--- src/rtl/mme_seq_ctrl.sv ---
// +-----------------------------------------------------------------------------+
// | mme_seq_ctrl : MME sequencer - fetches A columns / B rows, steps the 4x4    |
// |                MAC array W times, writes C. Option: MME_PERF_CNT_EN.        |
// | Revision     : 1.0                                                          |
// +-----------------------------------------------------------------------------+
`default_nettype none

module mme_seq_ctrl #(
   parameter int ADDR_W    = 32,
   parameter int WIDTH_W   = 16,
   parameter int MAX_WIDTH = 256
) (
   input  logic               clk,
   input  logic               rst_n,
   input  logic               start_i,
   input  logic [WIDTH_W-1:0] mat_width_i,
   input  logic [ADDR_W-1:0]  mat_a_addr_i,
   input  logic [ADDR_W-1:0]  mat_b_addr_i,
   input  logic [ADDR_W-1:0]  mat_c_addr_i,
   output logic               busy_o,
   output logic               done_o,
   output logic               err_o,
   output logic               rd_req_o,
   output logic [ADDR_W-1:0]  rd_addr_o,
   output logic [3:0]         rd_len_o,
   input  logic               rd_ack_i,
   input  logic               rd_last_i,
   output logic               rd_sel_o,
   output logic               mac_clr_o,
   output logic               mac_en_o,
   output logic               wr_req_o,
   output logic [ADDR_W-1:0]  wr_addr_o,
   output logic [3:0]         wr_len_o,
   input  logic               wr_ack_i,
   input  logic               wr_done_i
`ifdef MME_PERF_CNT_EN
   ,
   output logic [31:0]        perf_cycles_o
`endif
);

   localparam logic [3:0] S_IDLE    = 4'd0;
   localparam logic [3:0] S_CLR     = 4'd1;
   localparam logic [3:0] S_RD_A    = 4'd2;
   localparam logic [3:0] S_WAIT_A  = 4'd3;
   localparam logic [3:0] S_RD_B    = 4'd4;
   localparam logic [3:0] S_WAIT_B  = 4'd5;
   localparam logic [3:0] S_MAC     = 4'd6;
   localparam logic [3:0] S_WR      = 4'd7;
   localparam logic [3:0] S_WAIT_WR = 4'd8;

   localparam logic [WIDTH_W-1:0] C_MAX_W    = WIDTH_W'(MAX_WIDTH);
   localparam logic [WIDTH_W-1:0] C_K_ONE    = WIDTH_W'(1);
   localparam logic [ADDR_W-1:0]  C_PTR_STEP = ADDR_W'(16);

   logic [3:0]         state_q, state_d;
   logic [WIDTH_W-1:0] w_q, k_q;
   logic [ADDR_W-1:0]  a_ptr_q, b_ptr_q, c_addr_q;
   logic               done_q, err_q;
   logic               cfg_bad;
   logic               start_ok;
   logic               last_step;

   // W must be a non-zero multiple of the 4-wide array and fit the operand range
   assign cfg_bad   = (mat_width_i == '0) || (mat_width_i[1:0] != 2'b00) ||
                      (mat_width_i > C_MAX_W);
   assign start_ok  = (state_q == S_IDLE) && start_i;
   assign last_step = ((k_q + C_K_ONE) == w_q);

   always_ff @(posedge clk or negedge rst_n) begin
      if (!rst_n) state_q <= S_IDLE;
      else        state_q <= state_d;
   end

   always_comb begin
      state_d = state_q;
      case (state_q)
         S_IDLE:    if (start_i && !cfg_bad) state_d = S_CLR;
         S_CLR:     state_d = S_RD_A;
         S_RD_A:    if (rd_ack_i)  state_d = S_WAIT_A;
         S_WAIT_A:  if (rd_last_i) state_d = S_RD_B;
         S_RD_B:    if (rd_ack_i)  state_d = S_WAIT_B;
         S_WAIT_B:  if (rd_last_i) state_d = S_MAC;
         S_MAC:     state_d = last_step ? S_WR : S_RD_A;
         S_WR:      if (wr_ack_i)  state_d = S_WAIT_WR;
         S_WAIT_WR: if (wr_done_i) state_d = S_IDLE;
         default:   state_d = S_IDLE;
      endcase
   end

   always_comb begin
      busy_o    = (state_q != S_IDLE);
      rd_req_o  = 1'b0;
      rd_addr_o = '0;
      rd_len_o  = 4'd0;
      rd_sel_o  = 1'b0;
      mac_clr_o = 1'b0;
      mac_en_o  = 1'b0;
      wr_req_o  = 1'b0;
      wr_addr_o = '0;
      wr_len_o  = 4'd0;
      case (state_q)
         S_CLR:  mac_clr_o = 1'b1;
         S_RD_A: begin
            rd_req_o  = 1'b1;
            rd_addr_o = a_ptr_q;
            rd_len_o  = 4'd3;
         end
         S_RD_B: begin
            rd_req_o  = 1'b1;
            rd_addr_o = b_ptr_q;
            rd_len_o  = 4'd3;
            rd_sel_o  = 1'b1;
         end
         S_MAC:  mac_en_o = 1'b1;
         S_WR: begin
            wr_req_o  = 1'b1;
            wr_addr_o = c_addr_q;
            wr_len_o  = 4'd15;
         end
         default: ;
      endcase
   end

   always_ff @(posedge clk or negedge rst_n) begin
      if (!rst_n) begin
         w_q      <= '0;
         k_q      <= '0;
         a_ptr_q  <= '0;
         b_ptr_q  <= '0;
         c_addr_q <= '0;
         done_q   <= 1'b0;
         err_q    <= 1'b0;
      end else if (start_ok) begin
         w_q      <= mat_width_i;
         k_q      <= '0;
         a_ptr_q  <= mat_a_addr_i;
         b_ptr_q  <= mat_b_addr_i;
         c_addr_q <= mat_c_addr_i;
         done_q   <= 1'b0;
         err_q    <= cfg_bad;
      end else if (state_q == S_MAC) begin
         k_q     <= k_q + C_K_ONE;
         a_ptr_q <= a_ptr_q + C_PTR_STEP;
         b_ptr_q <= b_ptr_q + C_PTR_STEP;
      end else if ((state_q == S_WAIT_WR) && wr_done_i) begin
         done_q <= 1'b1;
      end
   end

   assign done_o = done_q;
   assign err_o  = err_q;

`ifdef MME_PERF_CNT_EN
   logic [31:0] perf_q;

   always_ff @(posedge clk or negedge rst_n) begin
      if (!rst_n)                    perf_q <= '0;
      else if (start_ok)             perf_q <= '0;
      else if (busy_o && perf_q != '1) perf_q <= perf_q + 32'd1;
   end

   assign perf_cycles_o = perf_q;
`endif

endmodule

`default_nettype wire

--- config.mk ---
export PLATFORM = sky130hd
export DESIGN_NAME = mme_seq_ctrl
export DESIGN_NICKNAME = d
export VERILOG_FILES = /design/src/rtl/mme_seq_ctrl.sv
export SDC_FILE = /design/constraint.sdc
export NUM_CORES = 1
export LEC_CHECK = 0
export ABC_CLOCK_PERIOD_IN_PS = 2000
export BUFFER_PORTS_ARGS = -buffer_cell sky130_fd_sc_hd__buf_2
export CAP_MARGIN = 40
export CORE_UTILIZATION = 30
export DETAILED_ROUTE_END_ITERATION = 6
export HOLD_SLACK_MARGIN = 0.1
export SETUP_SLACK_MARGIN = 0.2
export SYNTH_ARGS = -nofsm -noshare
export SYNTH_HDL_FRONTEND = slang
export SYNTH_SLANG_ARGS = --single-unit
--- constraint.sdc ---
create_clock -name clk -period 2 [get_ports clk]
set_input_delay 0.2 -clock clk [delete_from_list [all_inputs] [get_ports clk]]
set_output_delay 0.2 -clock clk [all_outputs]
set_load 0.005 [all_outputs]
==> metrics.md <==
| Metric | Value |
|---|---|
| Tmin final | `between 2 and 2.5 ns` |
| Core Box Area | `between 20000 and 25000 sq um` |
| First-pass GRT wire length | `approximately 44000 um` |
| R2R Setup Slk | `-0.18 ns` |
| Worst Path Required | `1.80 ns` |
| Psw | `~8 mW` |
| Total power | `18.8 mW` |
| Most frequent cells in the layout | `buf_2 (153), nand2_1 (140), dfrtp_1 (131), dlygate4sd3_1 (114), buf_4 (105)` |
| ANT nets after route | `0` |
| Post-synth EDFFs | `0` |
| P per Cell Area | `approximately 1300 nW/um^2` |
| Largest net degree at the start of global routing | `between 50 and 60` |
| HP Class | `in2async` |
| Worst clock skew | `between 0.015 and 0.02 ns` |
| Clock network power share | `0.168` |
| Grt total ovfl | `0` |
| Maximum VDD drop | `roughly 0.00076 V` |
| Cell area after layout | `approximately 15000 sq um` |
| Max Slew Vio Count | `0` |
| Worst Setup Slack, final | `-0.203 ns` |
| Max cap viols | `0` |
| Int Pwr | `between 10 and 15 mW` |
| Initial Util | `0.309` |
| RSZ-0062 raised after global routing | `yes` |
| Power share of the combinational group | `0.566` |
| Non-Filler Instances | `approximately 1700` |
| Type of the worst setup path | `reg2out` |
| PortBufs | `a little under 200` |
| TritonCTS clock tree | `built` |
| Synthesis-stage register bit count | `approximately 130` |
| Gpl congestion | `0.918` |
| Mapped Cells | `906` |
| CP Max Fanout | `6` |
| Max-slew headroom | `0.629` |
| DRT iter0 DRCs | `666` |
| Synthesized cell area | `between 7000 and 8000 sq um` |
| Switching share of power | `0.415` |
| Final Cycle Share | `1.10` |
| Clock Sinks | `between 100 and 150` |
| Layout Utilization | `0.597` |
| Worst-path clk slew | `roughly 0.07 ns` |
| Setup tns final | `-11.70 ns` |
| Post-route DRC violation count | `0` |
| Layout area overhead | `92.8%` |
| TritonCTS Buffers | `17` |
| Post-DP Area | `between 9000 and 10000 sq um` |
| Pleak | `7.00 nW` |
| Fmax | `454 MHz` |
| DRT Pass-1 Iters | `7` |
| Io pins | `approximately 200` |
| Clock Latency Late Sink | `0.44 ns` |
| Failing checks | `negative setup slack` |
| Die Y-Extent | `roughly 160 um` |
| GRT Total Usage | `0.219` |
| Die ar. | `between 20000 and 30000 sq um` |
| DR WL/cell | `around 21 um` |
| Placed cells | `around 1500` |
| Place WS | `-0.182 ns` |
| Outcome | `complete, but fails checks` |
| H-tree lvl count | `4` |
| CP Launch Type | `register` |
| DP HPWL | `around 17000 um` |
| Final nets | `approximately 1500` |
| Total wire length | `between 30000 and 40000 um` |
| Routed vias/inst | `around 5.3` |
| Arr. time, crit path | `~2 ns` |
| Root buf cell | `clkbuf_16` |
| DR vias | `about 9100` |
| # rows | `57` |
| Share of layout cells above drive strength 1 | `0.516` |
| Initial antenna violation count | `1` |
| Seq/Total Area, Yosys | `0.442` |
| Vias in the first global route | `around 8400` |
| Final setup violating endpoints | `between 100 and 150` |
| Element type at the critical path end | `primary output` |
| Main synth FF type | `dfrtp_1` |
| Worst slew pin tran | `0.551 ns` |
| Yosys Warn Count | `0` |
| Worst-case clock buffer depth | `2` |
| Fin. Hold Viols | `0` |
| WHS | `0.215 ns` |
| Sequential share of power | `0.266` |
| Most common cell after layout, fill and taps aside | `buf_2` |
| Post-Syn Area per Cell | `around 8.4 sq um` |
| Die span in x | `approximately 160 um` |
| Synth async-reset ratio | `1.00` |
| Post-synthesis cell type count | `64` |
[final timing paths]
kind / from / endpoint / cells after the start
setup / recovery: state_q[3]$_DFFE_PN0P_ / rd_addr_o[8] / 7
hold / removal: rst_n / c_addr_q[6]$_DFFE_PN0P_ / 2
setup reg to reg: k_q[1]$_DFFE_PN0N_ / state_q[2]$_DFFE_PN0P_ / 8
hold reg to reg: b_ptr_q[1]$_DFFE_PN0P_ / b_ptr_q[1]$_DFFE_PN0P_ / 2
max in group asynchronous: rst_n / a_ptr_q[8]$_DFFE_PN0N_ / 3
min in group clk: start_i / done_o$_DFFE_PN0P_ / 5
[power groups by stage]
| stage | Combinational (mW) | Sequential (mW) | Clock, mW |
|---|---|---|---|
| CTS | 7.03 | 4.77 | 3.15 |
| global route | 11.2 | 5.11 | 3.29 |
| detailed placement | 5.41 | 4.79 | 0 |
| finish | 10.6 | 4.99 | 3.15 |
| global placement | 5.32 | 4.77 | 0 |
| floorplan | 3.26 | 4.60 | 0 |
[metal layers]
metal	GRT usage	vias to the layer above	routed length [um]
met5	0	-	0
met4	0.0879	0	1380
met3	0.0434	105	2800
met2	0.349	514	17300
met1	0.290	4438	14600
li1	-	4090	-
[flip-flops by register name (all words and copies together) (netlist names)]
name      count
err_o         1
w_q          16
a_ptr_q      32
done_o        1
k_q          16
c_addr_q     32
b_ptr_q      32
state_q       4
[critical path, cell delays in order (launching register included)]
cell and delay, ns:
dfrtp_1 0.39, buf_6 0.15, nor4b_4 0.27, buf_6 0.19, buf_12 0.13, buf_16 0.12
a22o_1 0.18, buf_2 0.13
[cell families after synthesis]
family	after synthesis	synth area share
adder cells (fa/ha/maj)	3	0.00495
other	1	0.000494
AO/OA/AOI/OAI	178	0.159
XOR/XNOR	50	0.0577
multiplexers	2	0.00297
flip-flops	134	0.442
buffers and inverters	84	0.0539
AND/OR/NAND/NOR	454	0.280
[layout make-up]
| type | instances | area, sq um |
|---|---|---|
| Antenna cell | 1 | 2.50 |
| Clock inverter | 14 | 133 |
| Multi-Input combinational cell | 690 | 5180 |
| Fill cell | 1925 | 9900 |
| Inverter | 18 | 82.6 |
| Clock buffer | 18 | 439 |
| Tap cell | 324 | 405 |
| Timing Repair Buffer | 513 | 5030 |
| Sequential cell | 134 | 3360 |
[Yosys cell counts, types with 17 or more instances]
cell type  number  area (sq um)
nand2_1       262           983
dfrtp_1       134          3350
o21ai_0        76           380
clkbuf_1       40           150
nand3_1        40           200
nor2_1         37           139
and2_1         34           213
a22o_1         33           289
xnor2_1        28           245
xor2_1         22           193
nor3_1         20           100
inv_1          17          63.8
[repair_timing]
item | CTS | global route
hold endpoints to repair | 248 | 0
hold buffers | 114 | 0
resized for setup | 81 | 458
pin swaps | 28 | 213
setup buffers | 24 | 33
gates cloned | 11 | 31
endpoints found under the setup margin | 136 | 208
(Power assumes the default switching activity.)
